### config.mk
export PLATFORM = sky130hd
export DESIGN_NAME = fifo_write_arbiter
export DESIGN_NICKNAME = d
export VERILOG_FILES = /design/src/rtl/fifo_arb_pkg.sv /design/src/rtl/rr_pick_comb.sv /design/src/rtl/fifo_write_arbiter.sv
export SDC_FILE = /design/constraint.sdc
export NUM_CORES = 1
export LEC_CHECK = 0
export CAP_MARGIN = 0
export CORE_UTILIZATION = 40
export CTS_BUF_LIST = sky130_fd_sc_hd__clkbuf_2 sky130_fd_sc_hd__clkbuf_4 sky130_fd_sc_hd__clkbuf_8
export DETAILED_ROUTE_END_ITERATION = 10
export PLACE_DENSITY = 0.81
export RECOVER_POWER = 50
export SLEW_MARGIN = 20
export SYNTH_ARGS = -nofsm -noshare
export SYNTH_HDL_FRONTEND = slang
export SYNTH_HIERARCHICAL = 1
export SYNTH_SLANG_ARGS = --single-unit
### constraint.sdc
create_clock -name wrclk -period 2.3 [get_ports wrclk]
set_clock_uncertainty 0.1 [all_clocks]
set_input_delay 0.575 -clock wrclk [delete_from_list [all_inputs] [get_ports wrclk]]
set_output_delay 0.575 -clock wrclk [all_outputs]
set_load 0.1 [all_outputs]
### src/rtl/fifo_arb_pkg.sv
// Shared types and helpers for the FIFO write-side arbiter.
// The round-robin pick function is also used by the read-side arbiter.
package fifo_arb_pkg;

  typedef enum logic {
    ST_IDLE  = 1'b0,
    ST_BURST = 1'b1
  } arb_state_e;

  localparam int STAT_W   = 16;
  localparam int RR_MAX_N = 64;

  // First valid index strictly after last_id, wrapping modulo n.
  // Returns last_id when nothing is valid.
  function automatic int rr_pick(input logic [RR_MAX_N-1:0] valid,
                                 input int                  last_id,
                                 input int                  n);
    int pick;
    int idx;
    pick = last_id;
    // Scanning downward lets the closest candidate overwrite farther ones.
    for (int k = RR_MAX_N; k >= 1; k--) begin
      if (k <= n) begin
        idx = last_id + k;
        if (idx >= n) idx = idx - n;
        if (valid[idx]) pick = idx;
      end
    end
    return pick;
  endfunction

endpackage

### src/rtl/rr_pick_comb.sv
// Purely combinational round-robin priority encoder, N-parameterised.
module rr_pick_comb
  import fifo_arb_pkg::*;
#(
  parameter  int N  = 4,
  localparam int GW = $clog2(N)
) (
  input  logic [N-1:0]  valid,
  input  logic [GW-1:0] last_id,
  output logic [GW-1:0] pick,
  output logic          any
);

  always_comb begin
    pick = GW'(rr_pick(RR_MAX_N'(valid), 32'(last_id), N));
    any  = |valid;
  end

endmodule

### src/rtl/fifo_write_arbiter.sv
// Round-robin, burst-granular arbiter sharing the async FIFO write port.
// Optional per-requester beat statistics when WRARB_STATS_EN is defined.
module fifo_write_arbiter
  import fifo_arb_pkg::*;
#(
  parameter  int N         = 4,
  parameter  int DW        = 8,
  parameter  int MAX_BURST = 16,
  parameter  int IDLE_TO   = 8,
  localparam int GW        = $clog2(N),
  localparam int BW        = $clog2(MAX_BURST + 1),
  localparam int IW        = $clog2(IDLE_TO + 1)
) (
  input  logic            wrclk,
  input  logic            wrrst,
  input  logic [N-1:0]    req_valid,
  input  logic [N*DW-1:0] req_data,
  input  logic [N-1:0]    req_last,
  output logic [N-1:0]    req_ready,
  input  logic            full,
  output logic            wren,
  output logic [DW-1:0]   wrdata,
  output logic [N-1:0]    grant,
  output logic            busy
`ifdef WRARB_STATS_EN
  ,
  input  logic [GW-1:0]     stat_sel,
  output logic [STAT_W-1:0] stat_cnt
`endif
);

  arb_state_e    state_q, state_d;
  logic [GW-1:0] last_id_q, last_id_d;
  logic [N-1:0]  grant_q, grant_d;
  logic [BW-1:0] beat_q, beat_d;
  logic [IW-1:0] idle_q, idle_d;

  logic [GW-1:0] pick_id;
  logic          any_valid;
  logic          g_valid;
  logic          g_last;
  logic          acc;

  rr_pick_comb #(.N(N)) u_pick (
    .valid   (req_valid),
    .last_id (last_id_q),
    .pick    (pick_id),
    .any     (any_valid)
  );

  // In BURST the granted index is always last_id, since it is loaded on entry.
  assign busy      = (state_q == ST_BURST);
  assign grant     = grant_q;
  assign g_valid   = req_valid[last_id_q];
  assign g_last    = req_last[last_id_q];
  assign acc       = busy & g_valid & ~full;
  assign wren      = acc;
  assign req_ready = acc ? grant_q : '0;
  assign wrdata    = busy ? req_data[last_id_q*DW +: DW] : '0;

  always_comb begin
    // NOTE: every next-state variable gets a default first so no latch is inferred.
    state_d   = state_q;
    last_id_d = last_id_q;
    grant_d   = grant_q;
    beat_d    = beat_q;
    idle_d    = idle_q;
    unique case (state_q)
      ST_IDLE: begin
        if (any_valid) begin
          state_d   = ST_BURST;
          last_id_d = pick_id;
          grant_d   = N'(1) << pick_id;
          beat_d    = '0;
          idle_d    = '0;
        end
      end
      ST_BURST: begin
        if (acc) begin
          beat_d = beat_q + 1'b1;
          idle_d = '0;
          if (g_last || (beat_q == BW'(MAX_BURST - 1))) begin
            state_d = ST_IDLE;
            grant_d = '0;
          end
        end else if (!full) begin
          // A FIFO stall freezes the timeout; only requester silence counts.
          if (idle_q == IW'(IDLE_TO - 1)) begin
            state_d = ST_IDLE;
            grant_d = '0;
          end else begin
            idle_d = idle_q + 1'b1;
          end
        end
      end
      default: begin
        state_d = ST_IDLE;
        grant_d = '0;
      end
    endcase
  end

  always_ff @(posedge wrclk or negedge wrrst) begin
    // NOTE: non-blocking assignments so every register samples pre-edge values.
    if (!wrrst) begin
      state_q   <= ST_IDLE;
      last_id_q <= GW'(N - 1);
      grant_q   <= '0;
      beat_q    <= '0;
      idle_q    <= '0;
    end else begin
      state_q   <= state_d;
      last_id_q <= last_id_d;
      grant_q   <= grant_d;
      beat_q    <= beat_d;
      idle_q    <= idle_d;
    end
  end

`ifdef WRARB_STATS_EN
  logic [STAT_W-1:0] stat_q [N];

  always_ff @(posedge wrclk or negedge wrrst) begin
    // NOTE: this is a handful of flops, not a RAM, so it is reset like any register.
    if (!wrrst) begin
      for (int i = 0; i < N; i++) stat_q[i] <= '0;
      stat_cnt <= '0;
    end else begin
      if (acc && (stat_q[last_id_q] != '1)) stat_q[last_id_q] <= stat_q[last_id_q] + 1'b1;
      stat_cnt <= (32'(stat_sel) < N) ? stat_q[stat_sel] : '0;
    end
  end
`endif

endmodule

==> metrics.md, run 1 <==
| Metric | Value |
|---|---|
| Status | `complete, but fails checks` |
| Failing checks | `negative setup slack` |
| Grt total ovfl | `0` |
| R2R cell count | `10` |
| Worst setup EP type | `output pin` |
| Antenna cells | `0` |
| DR pass1 iterations | `4` |
| Final Hold Viols | `0` |
| Buffers on Ports | `60` |
| FF-to-FF Start | `last_id_q[0]` |
| Slowest cell on the critical path | `dfstp_2` |
| Clk Latency, worst-skew pair | `290 ps` |
| Fmax | `372 MHz` |
| Nets | `290` |
| Data required, critical path | `1620 ps` |
| Crit path launch | `last_id_q[0]` |
| Final ANT Viol Nets | `0` |
| Async SR Flop Fraction | `100%` |
| Row cnt | `21` |
| Routed wire length | `5460 microns` |
| Crit path max-delay family | `flip-flops` |
| Fin crit share | `117%` |
| DRC | `0` |
| First-pass GRT wire length | `8140 microns` |
| Post-synth EDFFs | `0` |
| Layout area overhead | `85.2%` |
| Crit path max fanout | `5` |
| CTS buffer count | `3` |
| Routability congestion estimate | `0.848` |
| Die Wd | `62.3 microns` |
| Wire length per cell | `19.2 microns` |
| Register area share after synthesis | `27.7%` |
| Seq cells post-synth | `16` |
| Most used DFF post-synth | `dfrtp_1` |
| Number of vias per cell | `5.87` |
| # IOs | `61` |
| CORE AREA | `3420 sq um` |
| Placement Setup Slack | `-444 ps` |
| Starting DRT DRC Count | `166` |
| Setup CP Type | `reg2out` |
| Worst setup SP type | `register` |
| Initial Util | `42.6%` |
| Full die area | `3890 sq um` |
| Final min period | `2690 ps` |
| CTS sink count | `16` |
| Final WS setup | `-386 ps` |
| Hold Crit Depth | `1` |
| Max incr delay on CP | `600 ps` |
| Total negative slack | `-6010 ps` |
| Syn Inst Count | `153` |
| Largest net degree at the start of global routing | `19` |
| Syn avg cell area | `9.52 sq um` |
| Worst Setup EP | `req_ready[1]` |
| Mapped Nets | `204` |
| Clk root buf | `clkbuf_4` |
| Reg2Reg Setup Slack | `-270 ps` |
| Synth Cell Area | `1460 sq um` |
| Synth warn | `6` |
| WP data arrival | `2010 ps` |
| Clock Pin Slew Worst Setup and Hold Paths | `100 ps` |
| Max-cap viol count | `0` |
| Netlist cell types | `37` |
| Clock Tree Buf Depth | `2` |
| VDD IR-drop max | `916 uV` |
| Global Route Usage Sum | `26.9%` |
| Power per cell area | `1610 nW/um^2` |
| Pleak | `0.00117 uW` |
| Setup Viol. Count Final | `19` |
| Detail Placement HPWL | `3520 microns` |
| Hold Path Class | `reg2reg` |
| Routed via count | `1668` |
| Die Y | `62.3 microns` |
| Initial antenna violation count | `0` |
| TritonCTS clock tree | `yes` |
| Vias in the first global route | `1700` |
| CTS HTree Levels | `1` |
| WP depth | `4` |
| FF-to-FF End | `grant[1]` |
| Slew HR | `54.0%` |
| CP Cell Sequence | `buf_4, mux4_2, and3_4, buf_12` |
| Worst-margin pin slew | `691 ps` |
| Buf/Inv on CP | `2` |
| Layout cells sized above 1 | `41.2%` |
| Slew Limit Fails | `0` |
| RSZ-0062 raised after global routing | `true` |
## kinds of logic after synthesis
group	count (synthesis)	synth area share, %
buf+inv	18	5.93
xor+xnor	1	0.601
simple gates	64	23.3
compound gates	23	11.3
fa+ha+maj	8	6.87
flops	16	27.7
mux	23	24.4
## layer usage
layer  track usage [%]  up-vias  share of wire [%]
li1                  -      736                  -
met1              32.1      827                 35
met2              47.7       80                 55
met3              4.96       25                6.6
met4              10.5        0                3.1
met5                 0        -                  0
## registers in the layout (all words and copies together) (netlist names)
signal     flops
last_id_q      2
beat_q         5
busy           1
idle_q         4
grant          4
## stage by stage
step	instances	util, %	area, sq um	power (uW)	hold slack, ps
after floorplan	153	-	1520	2580	179
after global routing	284	79.0	2700	4490	421
after CTS	281	75.1	2570	3970	386
final	284	79.0	2700	4330	385
after global placement	270	70.6	2410	3440	357
after detailed placement	270	70.6	2410	3540	371
## synth_stat cells (all sizes together), types with 2 or more instances
cell    instances  area (sq um)
nor2b           4          25.0
or3             3          23.8
ha              8           100
o221ai          4          35.0
nand3b          2          15.0
and3            5          31.3
a32oi           2          17.5
clkbuf          3          11.3
a21oi           4          20.0
inv            10          37.5
mux4           10           225
nor2            6          22.5
nand2b          3          18.8
o21ai           5          25.0
buf             5          37.5
dfrtp          14           350
dfstp           2          52.6
nand2          22          82.6
nand3           4          20.0
mux2i          13           130
or2             2          12.5
and2           10          65.1
## worst min-delay path by stage
stage                     end       from
floorplan           beat_q[0]      wrrst
global placement    beat_q[3]  beat_q[3]
detailed placement  beat_q[3]  beat_q[3]
CTS                 beat_q[3]  beat_q[3]
global route        beat_q[3]  beat_q[3]
finish              beat_q[3]  beat_q[3]
## worst reg2reg max path, stage by stage (launching register included)
cell and delay [ps]:
dfstp_2 600, buf_4 130, buf_6 110, inv_4 40, ha_4 160, and2_4 140, or3_4 330, a32oi_2 220
o32a_1 340, or2_4 180, o221ai_1 100
## repair_timing
action,4_1_cts,5_1_grt
gates cloned,1,1
hold buffers,0,0
setup buffers,6,4
pin swaps,5,8
endpoints found under the setup margin,16,19
endpoints found under the hold margin,0,0
gates resized for setup,14,18
## cell type report
class,instances,area (sq um)
clock buffers,4,36.3
fillers,212,718
inverters,10,40.0
multi-input cells,120,1180
flip-flops and latches,16,407
well taps,46,57.6
repair buffers,88,973
## where the power goes
| part | switching [uW] | internal [uW] |
|---|---|---|
| clock network | 94.7 | 96.6 |
| registers | 129 | 402 |
| logic | 2020 | 1600 |
## placed cells by master, fill, tap and decap left out, drive strengths merged, types with 4 or more instances in the layout
master,n
buf,44
clkdlybuf4s50,37
nand2,22
dfrtp,14
mux2i,13
mux4,11
and2,10
inv,10
ha,8
nor2,6
clkbuf,6
o21ai,5
and3,5
dlygate4sd2,4
nor2b,4
a21oi,4
o221ai,4
nand3,4
Power figures use the tool's default switching activity.
==> inputs of run 2 (changes only) <==
--- a/config.mk
+++ b/config.mk
@@ -6,10 +6,12 @@
 export NUM_CORES = 1
 export LEC_CHECK = 0
 export CAP_MARGIN = 0
-export CORE_UTILIZATION = 40
+export CELL_PAD_IN_SITES_DETAIL_PLACEMENT = 0
+export CELL_PAD_IN_SITES_GLOBAL_PLACEMENT = 1
+export CORE_UTILIZATION = 29
 export CTS_BUF_LIST = sky130_fd_sc_hd__clkbuf_2 sky130_fd_sc_hd__clkbuf_4 sky130_fd_sc_hd__clkbuf_8
 export DETAILED_ROUTE_END_ITERATION = 10
-export PLACE_DENSITY = 0.81
+export PLACE_DENSITY = 0.8
 export RECOVER_POWER = 50
 export SLEW_MARGIN = 20
 export SYNTH_ARGS = -nofsm -noshare
==> run 2 against run 1 <==
The run still ends with negative setup slack left; design area decreased by 2.9%; first-iteration DRC count decreased by 48%; final cell count increased by 7.4%; clock-buffer cell count unchanged; critical path type unchanged; sequential share of layout area increased by 0.45 points; register-to-register slack improved by 190 ps; routed wire length decreased by 23%; clock power increased by 34%; largest power group unchanged; utilization decreased by 24 points; sequential power decreased by 3.8%.
==> metrics.md, run 2 (same netlist as run 1, synthesis figures left out) <==
| Metric | Value |
|---|---|
| CP Cell Sequence | `mux4_2, and3_4, buf_12` |
| Routed wire length | `4190 microns` |
| TritonCTS clock tree | `yes` |
| Final Hold Viols | `0` |
| CORE AREA | `4790 sq um` |
| Max incr delay on CP | `640 ps` |
| Fin crit share | `112%` |
| Gr busiest metal | `met2` |
| Fmax | `388 MHz` |
| # IOs | `61` |
| Most frequent cells in the layout | `37 x clkdlybuf4s50_1, 29 x buf_4, 22 x nand2_1, 15 x buf_12, 13 x dfrtp_1` |
| Setup CP Type | `reg2out` |
| Buffers on Ports | `60` |
| Leading cell type in the layout, fill and taps excluded | `clkdlybuf4s50_1` |
| WP data arrival | `1900 ps` |
| DR pass1 iterations | `4` |
| Hold path start | `beat_q[3]` |
| FF-to-FF Start | `last_id_q[0]` |
| Largest register FFs | `5` |
| VDD IR-drop max | `581 uV` |
| Power per cell area | `1540 nW/um^2` |
| Worst setup SP type | `register` |
| Nets | `290` |
| Worst-margin pin slew | `594 ps` |
| Vias in the first global route | `1416` |
| Total negative slack | `-3340 ps` |
| Full die area | `5310 sq um` |
| First-pass GRT wire length | `6560 microns` |
| Clk Latency, worst-skew pair | `250 ps` |
| Crit path max fanout | `7` |
| Row cnt | `25` |
| Die Y | `72.9 microns` |
| Global Route Usage Sum | `16.0%` |
| Largest net degree at the start of global routing | `21` |
| CTS sink count | `16` |
| DRC | `0` |
| Crit path launch | `last_id_q[0]` |
| Layout cells sized above 1 | `37.4%` |
| Wire length per cell | `13.7 microns` |
| Hold Crit Depth | `1` |
| Final ANT Viol Nets | `0` |
| Global Route met1 Usage | `21.3%` |
| Slew Limit Fails | `0` |
| Placed cell count | `297` |
| RSZ-0062 raised after global routing | `true` |
| R2R cell count | `9` |
| Failing checks | `negative setup slack` |
| Initial antenna violation count | `0` |
| Clock Tree Buf Depth | `2` |
| Status | `complete, but fails checks` |
| Data required, critical path | `1620 ps` |
| Max-cap viol count | `0` |
| Detail Placement HPWL | `3250 microns` |
| Setup Viol. Count Final | `16` |
| Worst setup EP type | `output pin` |
| Finished Layout Cells | `305` |
| Pleak | `0.00115 uW` |
| Clock Pin Slew Worst Setup and Hold Paths | `70 ps` |
| Initial Util | `30.4%` |
| Slowest cell on the critical path | `mux4_2` |
| Number of vias per cell | `4.81` |
| Post-route cell area | `2620 sq um` |
| Routability congestion estimate | `0.795` |
| Die Wd | `72.9 microns` |
| CTS buffer count | `3` |
| Starting DRT DRC Count | `87` |
| Clk root buf | `clkbuf_8` |
| Layout area overhead | `79.9%` |
| Hold Path Class | `reg2reg` |
| Met3 Use GR | `2.62%` |
| CTS HTree Levels | `1` |
| Antenna cells | `0` |
| Final min period | `2580 ps` |
| Placed Instance Area | `2480 sq um` |
| Slew HR | `60.4%` |
| Grt total ovfl | `0` |
| Routed via count | `1468` |
| Filler cells | `428` |
| GR met2 Demand/Resource | `26.8%` |
| Largest Register | `beat_q` |
| Final WS setup | `-275 ps` |
## run 2: area by class of cell
| cell class | count | area (sq um) | area share, % |
|---|---|---|---|
| Clock buffer | 4 | 55.1 | 2.10 |
| Timing Repair Buffer | 89 | 960 | 36.6 |
| Sequential cell | 16 | 407 | 15.5 |
| Inverter | 10 | 40.0 | 1.53 |
| Tap cell | 67 | 83.8 | 3.20 |
| Multi-Input combinational cell | 119 | 1070 | 41.0 |
## run 2: through the flow
step	power (uW)	setup WS (ps)	hold slack [ps]	utilization [%]
2_1_floorplan	2580	-39.4	179	-
3_3_place_gp	3550	-416	363	51.9
3_5_place_dp	3580	-442	372	51.9
4_1_cts	3980	-316	382	54.1
5_1_grt	4260	-323	407	54.7
6_report	4030	-275	377	54.7
## run 2: report_power, final
| group | internal [uW] | switching (uW) |
|---|---|---|
| Sequential | 403 | 107 |
| Clock | 152 | 103 |
| Combinational | 1470 | 1800 |
## run 2: worst max-delay path: cells and delay by family, from the launching register on
family | cells | cell delay, ps
mux | 1 | 640
flops | 1 | 620
simple gates | 1 | 230
buf+inv | 1 | 160
## run 2: metal layers
layer / vias up / part of all wire [%]
met3: 4 / 2.8
met2: 29 / 54
met5: - / 0
met4: 0 / 0.69
met1: 709 / 43
li1: 726 / -
## run 2: path summary, 6_finish.rpt
kind | slack (ps) | end
min in group asynchronous | 560 | idle_q[3]
max | -280 | req_ready[0]
min reg2reg | 380 | beat_q[3]
min | 380 | beat_q[3]
max reg2reg | -80 | grant[1]
max in group asynchronous | 720 | idle_q[2]
## run 2: timing repair
item | 4_1_cts | 5_1_grt
hold buffers | 0 | 0
endpoints found under the hold margin | 0 | 0
pin swaps | 6 | 6
buffers inserted | 2 | 3
resized for setup | 14 | 2
setup endpoints to repair | 18 | 19
